--- src/rtl/pec_row_ctrl.sv ---
// Row sequencer for a PE cluster: walks one output row column by column, starting
// the three MAC lanes, waiting for all of them, then pulsing psum accumulation.
module pec_row_ctrl #(
    parameter  int LENPSUM     = 14,
    parameter  int BLOCK_DEPTH = 32,
    parameter  int KERNEL_SIZE = 9,
    localparam int AW          = $clog2(BLOCK_DEPTH * KERNEL_SIZE),
    localparam int CW          = $clog2(LENPSUM)
) (
    input  logic          clk,
    input  logic          rst,
    input  logic          CTRL_Start,
    input  logic          CTRL_Abort,
    input  logic [1:0]    CFG_WeiRow,
    input  logic          CTRL_DatRdy,
    input  logic          MACPEC_Fnh0,
    input  logic          MACPEC_Fnh1,
    input  logic          MACPEC_Fnh2,
    output logic          PECMAC_Sta,
    output logic          PECCNV_PlsAcc,
    output logic          PECCNV_FnhRow,
    output logic [AW-1:0] PECMAC_AddrBaseWei0,
    output logic [AW-1:0] PECMAC_AddrBaseWei1,
    output logic [AW-1:0] PECMAC_AddrBaseWei2,
    output logic [CW-1:0] CTRL_Col,
    output logic          CTRL_Busy,
    output logic          CTRL_Done
);

    typedef enum logic [2:0] {IDLE, STA, WAIT, ACC, ROWEND} state_t;

    localparam logic [CW-1:0] COL_LAST = CW'(LENPSUM - 1);

    state_t     state, next_state;
    logic [CW-1:0] col;
    logic [2:0] flags;
    logic [1:0] wei_row;
    logic [2:0] fnh_now;
    logic       sta, pls_acc, row_end;

    assign fnh_now = {MACPEC_Fnh2, MACPEC_Fnh1, MACPEC_Fnh0};

    // NOTE: every output of this block gets a default first so no path can infer a latch.
    always_comb begin
        next_state = state;
        sta        = 1'b0;
        pls_acc    = 1'b0;
        row_end    = 1'b0;
        case (state)
            IDLE:   if (CTRL_Start) next_state = STA;
            STA:    if (CTRL_DatRdy) begin
                        sta        = 1'b1;
                        next_state = WAIT;
                    end
            WAIT:   if (&(flags | fnh_now)) next_state = ACC;
            ACC:    begin
                        pls_acc    = 1'b1;
                        next_state = (col == COL_LAST) ? ROWEND : STA;
                    end
            ROWEND: begin
                        row_end    = 1'b1;
                        next_state = IDLE;
                    end
            default: next_state = IDLE;
        endcase
        // Abort beats everything, including a same-cycle Start and the current pulse.
        if (CTRL_Abort) begin
            next_state = IDLE;
            sta        = 1'b0;
            pls_acc    = 1'b0;
            row_end    = 1'b0;
        end
    end

    // NOTE: state is updated with non-blocking assignments so all registers see pre-edge values.
    always_ff @(posedge clk) begin
        if (rst) begin
            state   <= IDLE;
            col     <= '0;
            flags   <= '0;
            wei_row <= '0;
        end else begin
            state <= next_state;
            if (CTRL_Abort) begin
                col   <= '0;
                flags <= '0;
            end else begin
                case (state)
                    IDLE:   if (CTRL_Start) begin
                                wei_row <= (CFG_WeiRow == 2'd3) ? 2'd2 : CFG_WeiRow;
                                col     <= '0;
                            end
                    STA:    if (CTRL_DatRdy) flags <= '0;
                    WAIT:   flags <= flags | fnh_now;
                    ACC:    if (col != COL_LAST) col <= col + CW'(1);
                    ROWEND: col <= '0;
                    default: ;
                endcase
            end
        end
    end

    function automatic logic [AW-1:0] base_addr(input logic [1:0] row, input int lane);
        return AW'((3 * int'(row) + lane) * BLOCK_DEPTH);
    endfunction

    assign PECMAC_AddrBaseWei0 = base_addr(wei_row, 0);
    assign PECMAC_AddrBaseWei1 = base_addr(wei_row, 1);
    assign PECMAC_AddrBaseWei2 = base_addr(wei_row, 2);

    assign PECMAC_Sta    = sta;
    assign PECCNV_PlsAcc = pls_acc;
    assign PECCNV_FnhRow = row_end;
    assign CTRL_Done     = row_end;
    assign CTRL_Col      = col;
    assign CTRL_Busy     = (state != IDLE);

endmodule

--- config.mk ---
export PLATFORM = sky130hd
export DESIGN_NAME = pec_row_ctrl
export DESIGN_NICKNAME = d
export VERILOG_FILES = /design/src/rtl/pec_row_ctrl.sv
export SDC_FILE = /design/constraint.sdc
export NUM_CORES = 1
export LEC_CHECK = 0
export ABC_AREA = 1
export BUFFER_PORTS_ARGS = -buffer_cell sky130_fd_sc_hd__buf_2
export CAP_MARGIN = 20
export CORE_UTILIZATION = 47
export CTS_CLUSTER_SIZE = 14
export DETAILED_ROUTE_END_ITERATION = 12
export GPL_ROUTABILITY_DRIVEN = 0
export MAX_ROUTING_LAYER = met4
export PLACE_DENSITY = 0.91
export SLEW_MARGIN = 20
export SYNTH_ARGS = -nofsm -noshare
export SYNTH_HDL_FRONTEND = slang
export SYNTH_SLANG_ARGS = --single-unit
export TNS_END_PERCENT = 100
--- constraint.sdc ---
create_clock -name clk -period 2.6 [get_ports clk]
set_clock_uncertainty 0.05 [all_clocks]
set_input_delay 0.26 -clock clk [delete_from_list [all_inputs] [get_ports clk]]
set_output_delay 0.26 -clock clk [all_outputs]
set_load 0.01 [all_outputs]
* After elaboration in Yosys (flattened, before gate mapping) *
Cells that the tools add are included.

word-level totals
  bits in registers = 12
  bits in latches = 0
  memory bits (writable) = 0
  memory bits (read-only) = 0
  input port bits = 10
  word-level logic and storage cells = 49
  memories = 0

operators by class
  add/sub/neg operators = 3
  multipliers = 1
  div/mod/pow operators = 0
  $lt $le $gt $ge = 0
  eq/ne operators = 11
  shift-type cells = 0
  multiplexer cells = 18
  bitwise logic cells = 2
  reductions and logical operators = 10

operators by type and width
  operator               count
  $mux W3                5
  $pmux W3 S4            1
  $pmux W4 S3            1
  $reduce_and A3 Y1      4
  $add A4 B2 Y4 const B  2
  $mux W4                2
  $ne A2 B2 Y1 const B   4
  $mux W1                7
  $eq A3 B2 Y1 const B   2
  $pmux W3 S2            1
  $reduce_bool A3 Y1     2
  $add A4 B1 Y4 const B  1
  $eq A4 B4 Y1 const B   1
  $mul A2 B2 Y4 const A  1
  $ne A4 B4 Y1 const B   1
  $eq A3 B1 Y1 const B   1
  $eq A3 B3 Y1 const B   1
  $logic_not A3 Y1       1
  $or A3 B3 Y3           1
  $eq A2 B2 Y1 const B   1
  $mux W2                1
  $reduce_and A2 Y1      1
  $reduce_bool A2 Y1     1
  $reduce_or A2 Y1       1
  $not A1 Y1             1

* Logic depth before layout (Yosys ltp) *
Gate-level depths: netlist of run 1.

  depth in word-level cells = 4
  mapped depth = 9
  mapped depth without buffers = 9

* Least setup slack after synthesis of run 1 *
Ideal clock, no wire load.

  kind = reg-to-output
  from = reg wei_row[0]
  to = out PECMAC_AddrBaseWei1[7]
  data arrival time = 1,165 ps
  data required time = 2,290 ps
  path slack = 1,125 ps
  stages on the path, launching flop included = 5
  path through = dfxtp_1 > inv_1 > ha_1 > inv_1 > buf_4

between the ends
  longest elaborated chain between the ends = 2

ends and longest elaborated chain
  item                              RTL line  RTL
  from (decl)                       37        logic [1:0] wei_row;
  from (signal assigned)            90        wei_row <= (CFG_WeiRow == 2'd3) ? 2'd2 : CFG_WeiRow;
  $mul A2 B2 Y4                     --
  named net PECMAC_AddrBaseWei0[6]  22        output logic [AW-1:0] PECMAC_AddrBaseWei0,
  $add A4 B2 Y4                     104       return AW'((3 * int'(row) + lane) * BLOCK_DEPTH);
  to (decl)                         23        output logic [AW-1:0] PECMAC_AddrBaseWei1,

The timed path passes the listed nets, and every way through them passes these cells.

* Worst setup path in the final report of run 1 *
  from = reg wei_row[0]
  to = out PECMAC_AddrBaseWei1[6]

between the ends
  longest elaborated chain between the ends = 2

ends and longest elaborated chain
  item           RTL line
  $mul A2 B2 Y4  104
  $add A4 B2 Y4  104

Every way passes these cells.

==> results of run 1 <==
-- power by group through the flow --
stage          combinational (uW)  sequential, uW  clock, uW
2_1_floorplan                75.3             200          0
3_3_place_gp                 81.8             200          0
3_5_place_dp                 84.4             201          0
4_1_cts                      85.0             196        156
5_1_grt                      96.8             197        163
6_report                     84.6             196        156
-- layout make-up --
type	count	area share, %
Multi-Input combinational cell	92	44.80
Sequential cell	12	24.37
Timing Repair Buffer	30	15.23
Inverter	23	8.756
Clock buffer	4	3.680
Tap cell	25	3.173
-- synthesized netlist by cell type (all sizes together) --
cell / number
nand2: 27
inv: 22
buf: 20
nor2: 18
dfxtp: 12
nand3: 10
a21oi: 8
ha: 5
nor3: 3
o21ai: 2
a211oi: 1
clkinv: 1
conb: 1
nand4: 1
xnor2: 1
xor2: 1
-- per-stage QoR --
step | utilization (%) | total power, uW | instance area, um^2
after floorplan | - | 275.6 | 918.4
after CTS | 57.10 | 437.7 | 985.9
after global placement | 55.00 | 281.7 | 949.7
final | 57.10 | 437.0 | 985.9
after global routing | 57.10 | 457.1 | 985.9
after detailed placement | 55.00 | 285.1 | 949.7
-- cells by family after synthesis --
logic type | after synthesis | synth area share (%)
AO/OA/AOI/OAI | 11 | 6.648
other | 1 | 0.4331
AND/OR/NAND/NOR | 59 | 28.61
adder cells (fa/ha/maj) | 5 | 7.225
XOR/XNOR | 2 | 2.023
buffers and inverters | 43 | 27.31
flip-flops | 12 | 27.75
-- state kept, by name (all words and copies together), names as in the netlist --
name,flops
CTRL_Col,4
flags,3
state,3
wei_row,2
-- cells in the final DEF, fill, tap and decap left out, drive strengths merged --
master and instances:
buf 30, nand2 27, inv 22, nor2 18
conb 15, dfxtp 12, nand3 10, a21oi 8
ha 5, clkbuf 4, nor3 3, o21ai 2
xor2 1, xnor2 1, nand4 1, a211oi 1
clkinv 1
-- final timing paths --
check	from	endpoint	slack (ns)	cells after the start
worst min-delay path	rst	wei_row[0]	0.10	2
worst min register to register	flags[1]	flags[1]	0.42	2
worst max register to register	CTRL_Col[0]	CTRL_Col[0]	1.17	8
worst max-delay path	wei_row[0]	PECMAC_AddrBaseWei1[6]	0.85	4
-- per-layer routing --
metal,track usage (%),wire [um],vias to the layer above
met5,-,0,-
met4,10.91,40,0
met3,2.400,124,5
met2,34.49,859,42
met1,19.85,700,373
li1,-,-,431
-- critical path, cell delays in order (launching register included) --
cell,delay (ns)
dfxtp_1,0.45
inv_1,0.09
ha_1,0.34
xnor2_1,0.13
buf_2,0.14
==> results.py, run 1 <==
metrics = {
    "yosys": {
        "syn-cell-area_um2": 865.8,
        "synth_top_area_share_pct": 27.75,
        "yosysWarnings": 0,
        "synth_seq_area_share_pct": 27.75,
        "synth.avg_cell_area_um2": 6.510,
        "yosysUniqueCellTypes": 18,
        "netlist.top_cell.by_area": "dfxtp_1",
        "synth_area_leaders": "dfxtp_1 (28%), buf_4 (17%), nand2_1 (11%), inv_1 (9.5%), nor2_1 (7.8%)",
        "syn_inst": 133,
        "ys_ff_latch": 12,
    },
    "global_routing": {
        "grt_pass1_wl_um": 2697,
        "antenna_found_initial": 0,
        "grt_max_degree": 8,
        "first_global_vias": 700,
        "track_usage_pct": 19.17,
        "grt-ovfl-total": 0,
    },
    "clock_tree": {
        "cts_tree": "built",
        "clockBufferDepth": 2,
        "clkSlewWorstSetupHoldPaths_ns": 0.08,
        "insertion_delay_ns": 0.28,
        "cts_buffers": 3,
        "h-tree-depth": 1,
        "cts_sinks": 12,
        "root_buffer": "clkbuf_4",
        "cts_resized": 0,
        "hold_buffers": 0,
        "post-cts-setup-buffers": 0,
    },
    "sta": {
        "tns_ns": 0,
        "fin_crit_ns": 1.750,
        "finalMaxSlewViolations": 0,
        "hold_ws_ns": 0.1049,
        "finalSetupViolations": 0,
        "period_share_pct": 67.30,
        "fmax_ghz": 0.5715,
        "fin_ws_ns": 0.8502,
        "grt_setup_unrepaired": "no",
        "hold_viol": 0,
    },
    "drt": {
        "wire_per_inst_um": 9.274,
        "drt_iter0_markers": 13,
        "postRouteAntennaNets": 0,
        "vias": 851,
        "routed_wirelength_um": 1725,
        "via_per_inst": 4.575,
        "first_pass_iters": 5,
        "drc": 0,
    },
    "final_layout": {
        "area_delta_synth_final_pct": 13.87,
        "fillCellCount": 178,
        "nets": 177,
        "drive_gt1_share_pct": 22.36,
        "n_antenna_cell": 0,
        "ff_latch_area_um2": 240.2,
        "final_cells": 186,
        "multi_input_area_um2": 441.7,
    },
    "power_and_ir_drop": {
        "swShare_pct": 30.37,
        "power_frac_comb_pct": 19.4,
        "p_leak_uw": 0.0005430,
        "power_density_nw_per_um2": 443.2,
        "p_switching_uw": 132.7,
        "pwr-share-seq_pct": 44.9,
        "clockPowerShare_pct": 35.7,
        "ir_drop_v": 0.0002675,
        "internal_power_uw": 304.3,
    },
    "floorplan": {
        "floorplan.rows": 15,
        "core_area_um2": 1727,
        "start_util_pct": 50.14,
        "dieArea_um2": 2018,
        "io-pin-count": 46,
        "die_h_um": 44.92,
        "die_w_um": 44.92,
    },
    "placed_design": {
        "port_buffers": 30,
        "dp_hpwl_um": 1356,
        "dp_slack_ns": 1.151,
        "place_inst": 182,
    },
    "worst_setup_path": {
        "setup.worst_path.class": "register to output pin",
        "cp_data_required_time_ns": 2.29,
        "endpoint_kind": "output pin",
        "crit_fanout": 7,
        "arrival_ns": 1.44,
        "cp-start-kind": "register",
    },
    "worst_hold_path": {
        "hold_class": "primary input to register",
    },
    "run_status": {
        "outcome": "complete, no violations",
    },
    "run": {
        "maxCapViolations": 0,
    },
}
Power figures use the tool's default switching activity.
==> run 2: changes to the inputs <==
--- a/config.mk
+++ b/config.mk
@@ -8,12 +8,12 @@
 export ABC_AREA = 1
 export BUFFER_PORTS_ARGS = -buffer_cell sky130_fd_sc_hd__buf_2
 export CAP_MARGIN = 20
-export CORE_UTILIZATION = 47
+export CORE_UTILIZATION = 44
 export CTS_CLUSTER_SIZE = 14
 export DETAILED_ROUTE_END_ITERATION = 12
 export GPL_ROUTABILITY_DRIVEN = 0
 export MAX_ROUTING_LAYER = met4
-export PLACE_DENSITY = 0.91
+export PLACE_DENSITY = 0.87
 export SLEW_MARGIN = 20
 export SYNTH_ARGS = -nofsm -noshare
 export SYNTH_HDL_FRONTEND = slang
==> constraint.sdc (replaced) <==
create_clock -name clk -period 1.8 [get_ports clk]
set_clock_uncertainty 0.05 [all_clocks]
set_input_delay 0.18 -clock clk [delete_from_list [all_inputs] [get_ports clk]]
set_output_delay 0.18 -clock clk [all_outputs]
set_load 0.01 [all_outputs]
==> run 2 against run 1 <==
Worst setup slack worse by 0.71 ns. Critical endpoint unchanged. Final cell count stayed put. Core utilization is 1.8 points lower. Largest cell class unchanged. Worst hold slack worse by 0.070 ns. Clock-buffer cell count stayed put. Critical path type unchanged. Sequential cell count stayed put. Power is 43% higher. Via count is 1.4% higher. First-iteration DRC count is 31% higher.
==> results.py, run 2 (synthesis results as in run 1) <==
metrics = {
    "run_status": {
        "outcome": "complete, no violations",
    },
    "clock_tree": {
        "cts_tree": "built",
        "cts_resized": 0,
        "cts_sinks": 12,
        "cts_buffers": 3,
        "hold_buffers": 0,
        "clkSlewWorstSetupHoldPaths_ns": 0.08,
        "h-tree-depth": 1,
        "root_buffer": "clkbuf_4",
        "clockBufferDepth": 2,
        "insertion_delay_ns": 0.28,
        "post-cts-setup-buffers": 0,
    },
    "drt": {
        "drt_iter0_markers": 17,
        "wire_per_inst_um": 9.161,
        "postRouteAntennaNets": 0,
        "via_per_inst": 4.640,
        "routed_wirelength_um": 1704,
        "vias": 863,
        "first_pass_iters": 4,
        "drc": 0,
    },
    "placed_design": {
        "dp_slack_ns": 0.3873,
        "port_buffers": 30,
        "dp_hpwl_um": 1383,
    },
    "power_and_ir_drop": {
        "internal_power_uw": 439.2,
        "p_switching_uw": 184.4,
        "ir_drop_v": 0.0005306,
        "clockPowerShare_pct": 34.9,
        "p_leak_uw": 0.0005430,
        "power_uw": 623.6,
        "swShare_pct": 29.57,
        "pwr-share-seq_pct": 45.5,
        "power_frac_comb_pct": 19.7,
        "power_density_nw_per_um2": 632.5,
    },
    "sta": {
        "fmax_ghz": 0.6028,
        "tns_ns": 0,
        "finalMaxSlewViolations": 0,
        "fin_ws_ns": 0.1411,
        "period_share_pct": 92.16,
        "grt_setup_unrepaired": "no",
        "fin_crit_ns": 1.659,
        "hold_ws_ns": 0.03450,
        "finalSetupViolations": 0,
        "hold_viol": 0,
    },
    "final_layout": {
        "nets": 177,
        "n_antenna_cell": 0,
        "largest_reg_flops": 4,
        "area_delta_synth_final_pct": 13.87,
        "mostFrequentLayoutCell": "buf_2",
        "layout_common_cells": "buf_2 (30), nand2_1 (26), inv_1 (22)",
        "fin_util_pct": 55.30,
        "drive_gt1_share_pct": 22.36,
    },
    "worst_setup_path": {
        "endpoint_kind": "output pin",
        "worstReg2RegStart": "CTRL_Col[0]",
        "arrival_ns": 1.43,
        "cp_data_required_time_ns": 1.57,
        "cpMaxStageDelayCell": "dfxtp_1",
        "crit_family": "flip-flops",
        "path_buf_inv": 2,
        "cp-start-kind": "register",
        "setup.worst_path.class": "register to output pin",
        "crit_fanout": 7,
        "r2r_cells": 8,
        "r2r_setup_slack_ns": 0.38,
        "path_cells": "inv_1, ha_1, xnor2_1, buf_2",
        "slowest_delay_ns": 0.45,
        "rr_endpoint": "CTRL_Col[0]",
    },
    "run": {
        "maxCapViolations": 0,
    },
    "worst_hold_path": {
        "whs_path_depth": 2,
        "hold_class": "primary input to register",
        "hold_start": "rst",
        "min_to": "wei_row[0]",
    },
    "floorplan": {
        "start_util_pct": 48.56,
        "die_h_um": 46.36,
        "dieArea_um2": 2149,
        "floorplan.rows": 15,
        "die_w_um": 46.36,
        "core_area_um2": 1783,
        "io-pin-count": 46,
    },
    "global_routing": {
        "grt_max_degree": 8,
        "grt-ovfl-total": 0,
        "grt_pass1_wl_um": 2725,
        "first_global_vias": 695,
        "track_usage_pct": 18.39,
        "antenna_found_initial": 0,
    },
}
-- run 2: cell counts in the layout (fill, tap and decap cells not counted) --
Identical to the previous run, type by type.
-- run 2: worst reg2reg max path: stages, from the launching register on --
cell and delay [ns]:
dfxtp_1 0.45, ha_1 0.18, nand3_1 0.09, nand2_1 0.10, nand2_1 0.08, nand2_2 0.12, clkinv_1 0.10, nor2_1 0.10
nor2_1 0.05
-- run 2: worst max path at each step --
stage | slack, ns | end | start | cells past startpoint
floorplan | 0.40 | PECMAC_AddrBaseWei1[7] | wei_row[0] | 4
global placement | 0.47 | PECMAC_AddrBaseWei1[6] | wei_row[0] | 4
detailed placement | 0.39 | CTRL_Col[0] | CTRL_Col[0] | 8
CTS | 0.14 | PECMAC_AddrBaseWei1[6] | wei_row[0] | 4
global route | 0.08 | PECMAC_AddrBaseWei1[6] | wei_row[0] | 4
finish | 0.14 | PECMAC_AddrBaseWei1[6] | wei_row[0] | 4
-- run 2: power groups by stage --
stage / sequential [uW] / combinational, uW / clock [uW]
floorplan: 289 / 109 / 0
global placement: 289 / 119 / 0
detailed placement: 290 / 122 / 0
CTS: 284 / 122 / 221
global route: 285 / 141 / 228
finish: 284 / 123 / 217
-- run 2: layout make-up --
type / instances / area [um^2]
sequential: 12 / 240.2
clock buffer: 4 / 36.28
inverter: 23 / 86.33
timing repair buffer: 30 / 150.1
fill: 179 / 797.0
tap: 25 / 31.28
multi-input combinational: 92 / 441.7
-- run 2: layer usage --
layer	up-vias	track usage, %	share of wire, %
met4	0	3.529	0.23
met1	385	17.54	40
met2	46	35.00	50
met3	2	6.275	8.7
li1	430	-	-
met5	-	-	0
-- run 2: metrics by stage --
step	cells	instance area, um^2
after global routing	186	985.9
after CTS	186	985.9
after floorplan	147	918.4
after global placement	182	949.7
final	186	985.9
after detailed placement	182	949.7
==> run 3: changes to the inputs <==
--- a/config.mk
+++ b/config.mk
@@ -6,14 +6,14 @@
 export NUM_CORES = 1
 export LEC_CHECK = 0
 export ABC_AREA = 1
-export BUFFER_PORTS_ARGS = -buffer_cell sky130_fd_sc_hd__buf_2
 export CAP_MARGIN = 20
-export CORE_UTILIZATION = 44
+export CORE_UTILIZATION = 58
 export CTS_CLUSTER_SIZE = 14
 export DETAILED_ROUTE_END_ITERATION = 12
+export DONT_BUFFER_PORTS = 1
 export GPL_ROUTABILITY_DRIVEN = 0
 export MAX_ROUTING_LAYER = met4
-export PLACE_DENSITY = 0.87
+export PLACE_DENSITY = 0.82
 export SLEW_MARGIN = 20
 export SYNTH_ARGS = -nofsm -noshare
 export SYNTH_HDL_FRONTEND = slang
==> run 3 against run 2 <==
Design area fell by 9.1%. Combinational power shrank 13%. Routed wire length decreased by 5.0%. Critical endpoint is now wei_row[0]. Clock-buffer cell count unchanged. Non-clock buffer count fell by 24. Die area shrank 23%. Critical path depth increased by 2. Clock power about the same. Core utilization rose by 11 points. Sequential share of layout area rose by 2.6 points. Global-route usage up 4.2 points.
==> results.py, run 3 (synthesis results as in run 1) <==
metrics = {
    "run_status": {
        "outcome": "complete, no violations",
    },
    "sta": {
        "hold_viol": 0,
        "finalSetupViolations": 0,
        "fin_crit_ns": 1.685,
        "tns_ns": 0,
        "grt_setup_unrepaired": "no",
        "fmax_ghz": 0.5934,
        "period_share_pct": 93.62,
        "finalMaxSlewViolations": 0,
    },
    "clock_tree": {
        "insertion_delay_ns": 0.28,
        "cts_buffers": 3,
        "root_buffer": "clkbuf_4",
        "post-cts-setup-buffers": 0,
        "cts_sinks": 12,
        "clockBufferDepth": 2,
        "clkSlewWorstSetupHoldPaths_ns": 0.08,
        "h-tree-depth": 1,
        "cts_tree": "built",
    },
    "power_and_ir_drop": {
        "ir_drop_v": 0.0004304,
        "power_density_nw_per_um2": 679.3,
        "p_leak_uw": 0.0004436,
    },
    "drt": {
        "drt_iter0_markers": 22,
        "postRouteAntennaNets": 0,
        "first_pass_iters": 4,
        "routed_wirelength_um": 1619,
        "via_per_inst": 4.967,
        "vias": 755,
        "drc": 0,
        "wire_per_inst_um": 10.65,
    },
    "global_routing": {
        "grt_pass1_wl_um": 2366,
        "grt.busiest_layer": "met2",
        "antenna_found_initial": 0,
        "track_usage_pct": 22.55,
        "grt-ovfl-total": 0,
        "grt_max_degree": 8,
        "met1_usage_pct": 24.00,
        "met3_usage_pct": 5.435,
        "first_global_vias": 624,
        "grt_use_met2_pct": 37.30,
    },
    "placed_design": {
        "dp_hpwl_um": 1152,
        "port_buffers": 0,
        "place_inst": 146,
    },
    "run": {
        "maxCapViolations": 0,
    },
    "worst_setup_path": {
        "crit_fanout": 4,
        "crit_path_start": "state[2]",
        "rr_endpoint": "wei_row[0]",
        "cp-endpoint": "wei_row[0]",
        "setup.worst_path.class": "register to register",
        "r2r_setup_slack_ns": 0.11,
        "cp_data_required_time_ns": 1.96,
        "worstReg2RegStart": "state[2]",
        "r2r_cells": 6,
        "cp-start-kind": "register",
        "arrival_ns": 1.85,
        "endpoint_kind": "register",
    },
    "floorplan": {
        "die_w_um": 40.64,
        "die_h_um": 40.64,
        "core_area_um2": 1350,
        "floorplan.rows": 13,
        "dieArea_um2": 1651,
        "start_util_pct": 64.13,
        "io-pin-count": 46,
    },
    "worst_hold_path": {
        "hold_start": "CFG_WeiRow[1]",
        "hold_class": "primary input to register",
    },
    "final_layout": {
        "mostFrequentLayoutCell": "nand2_1",
        "layout_common_cells": "nand2_1 (26), inv_1 (22), nor2_1 (16)",
        "ff_latch_area_um2": 241.5,
        "final_cells": 152,
        "area_delta_synth_final_pct": 3.468,
        "drive_gt1_share_pct": 11.68,
        "fin_util_pct": 66.36,
        "fillCellCount": 125,
        "nets": 153,
        "largest_reg_flops": 4,
        "n_antenna_cell": 0,
        "multi_input_area_um2": 462.9,
    },
}
-- run 3: worst min path at each step --
stage,to,cells after the start
4_1_cts,state[0],3
2_1_floorplan,wei_row[0],1
6_report,wei_row[1],2
5_1_grt,wei_row[1],2
3_3_place_gp,wei_row[0],1
3_5_place_dp,wei_row[0],1
-- run 3: power breakdown --
part	switching (uW)	internal, uW	total, uW
Combinational	75.7	31.5	107
Clock	96.1	123	219
Sequential	9.00	273	282
Total	181	428	609
-- run 3: layer usage --
layer	vias up	share of wire (%)
met5	-	0
met4	0	2.0
met3	5	7.9
met2	41	52
met1	326	38
li1	383	-
-- run 3: worst max-delay path, cell delays in order (launching register included) --
cell and delay [ns]:
dfxtp_1 0.36, nor2_2 0.19, nand3_2 0.13, nor2_2 0.11
nand2_1 0.07, a21oi_2 0.13, dlygate4sd3_1 0.58
-- run 3: timing repair --
item / in CTS / in global routing
hold buffers: 2 / 0
setup endpoints to repair: 0 / 2
endpoints found under the hold margin: 2 / 0
resized for setup: 0 / 6
-- run 3: final cells by class --
| class | count | area share [%] |
|---|---|---|
| Tap cell | 15 | 2.095 |
| Clock buffer | 4 | 4.050 |
| Timing Repair Buffer | 6 | 5.587 |
| Inverter | 23 | 9.637 |
| Multi-Input combinational cell | 92 | 51.68 |
| Sequential cell | 12 | 26.96 |
-- run 3: stage by stage --
stage	cell area, um^2	power [uW]	worst slack, ns	hold WS [ns]
2_1_floorplan	918.4	398.1	0.4049	0.1991
3_3_place_gp	817.0	384.2	0.4017	0.2020
3_5_place_dp	817.0	386.3	0.3526	0.2014
4_1_cts	873.3	609.0	0.03895	0.08088
5_1_grt	895.9	641.5	0.02254	0.07108
6_report	895.9	608.5	0.1148	0.04394
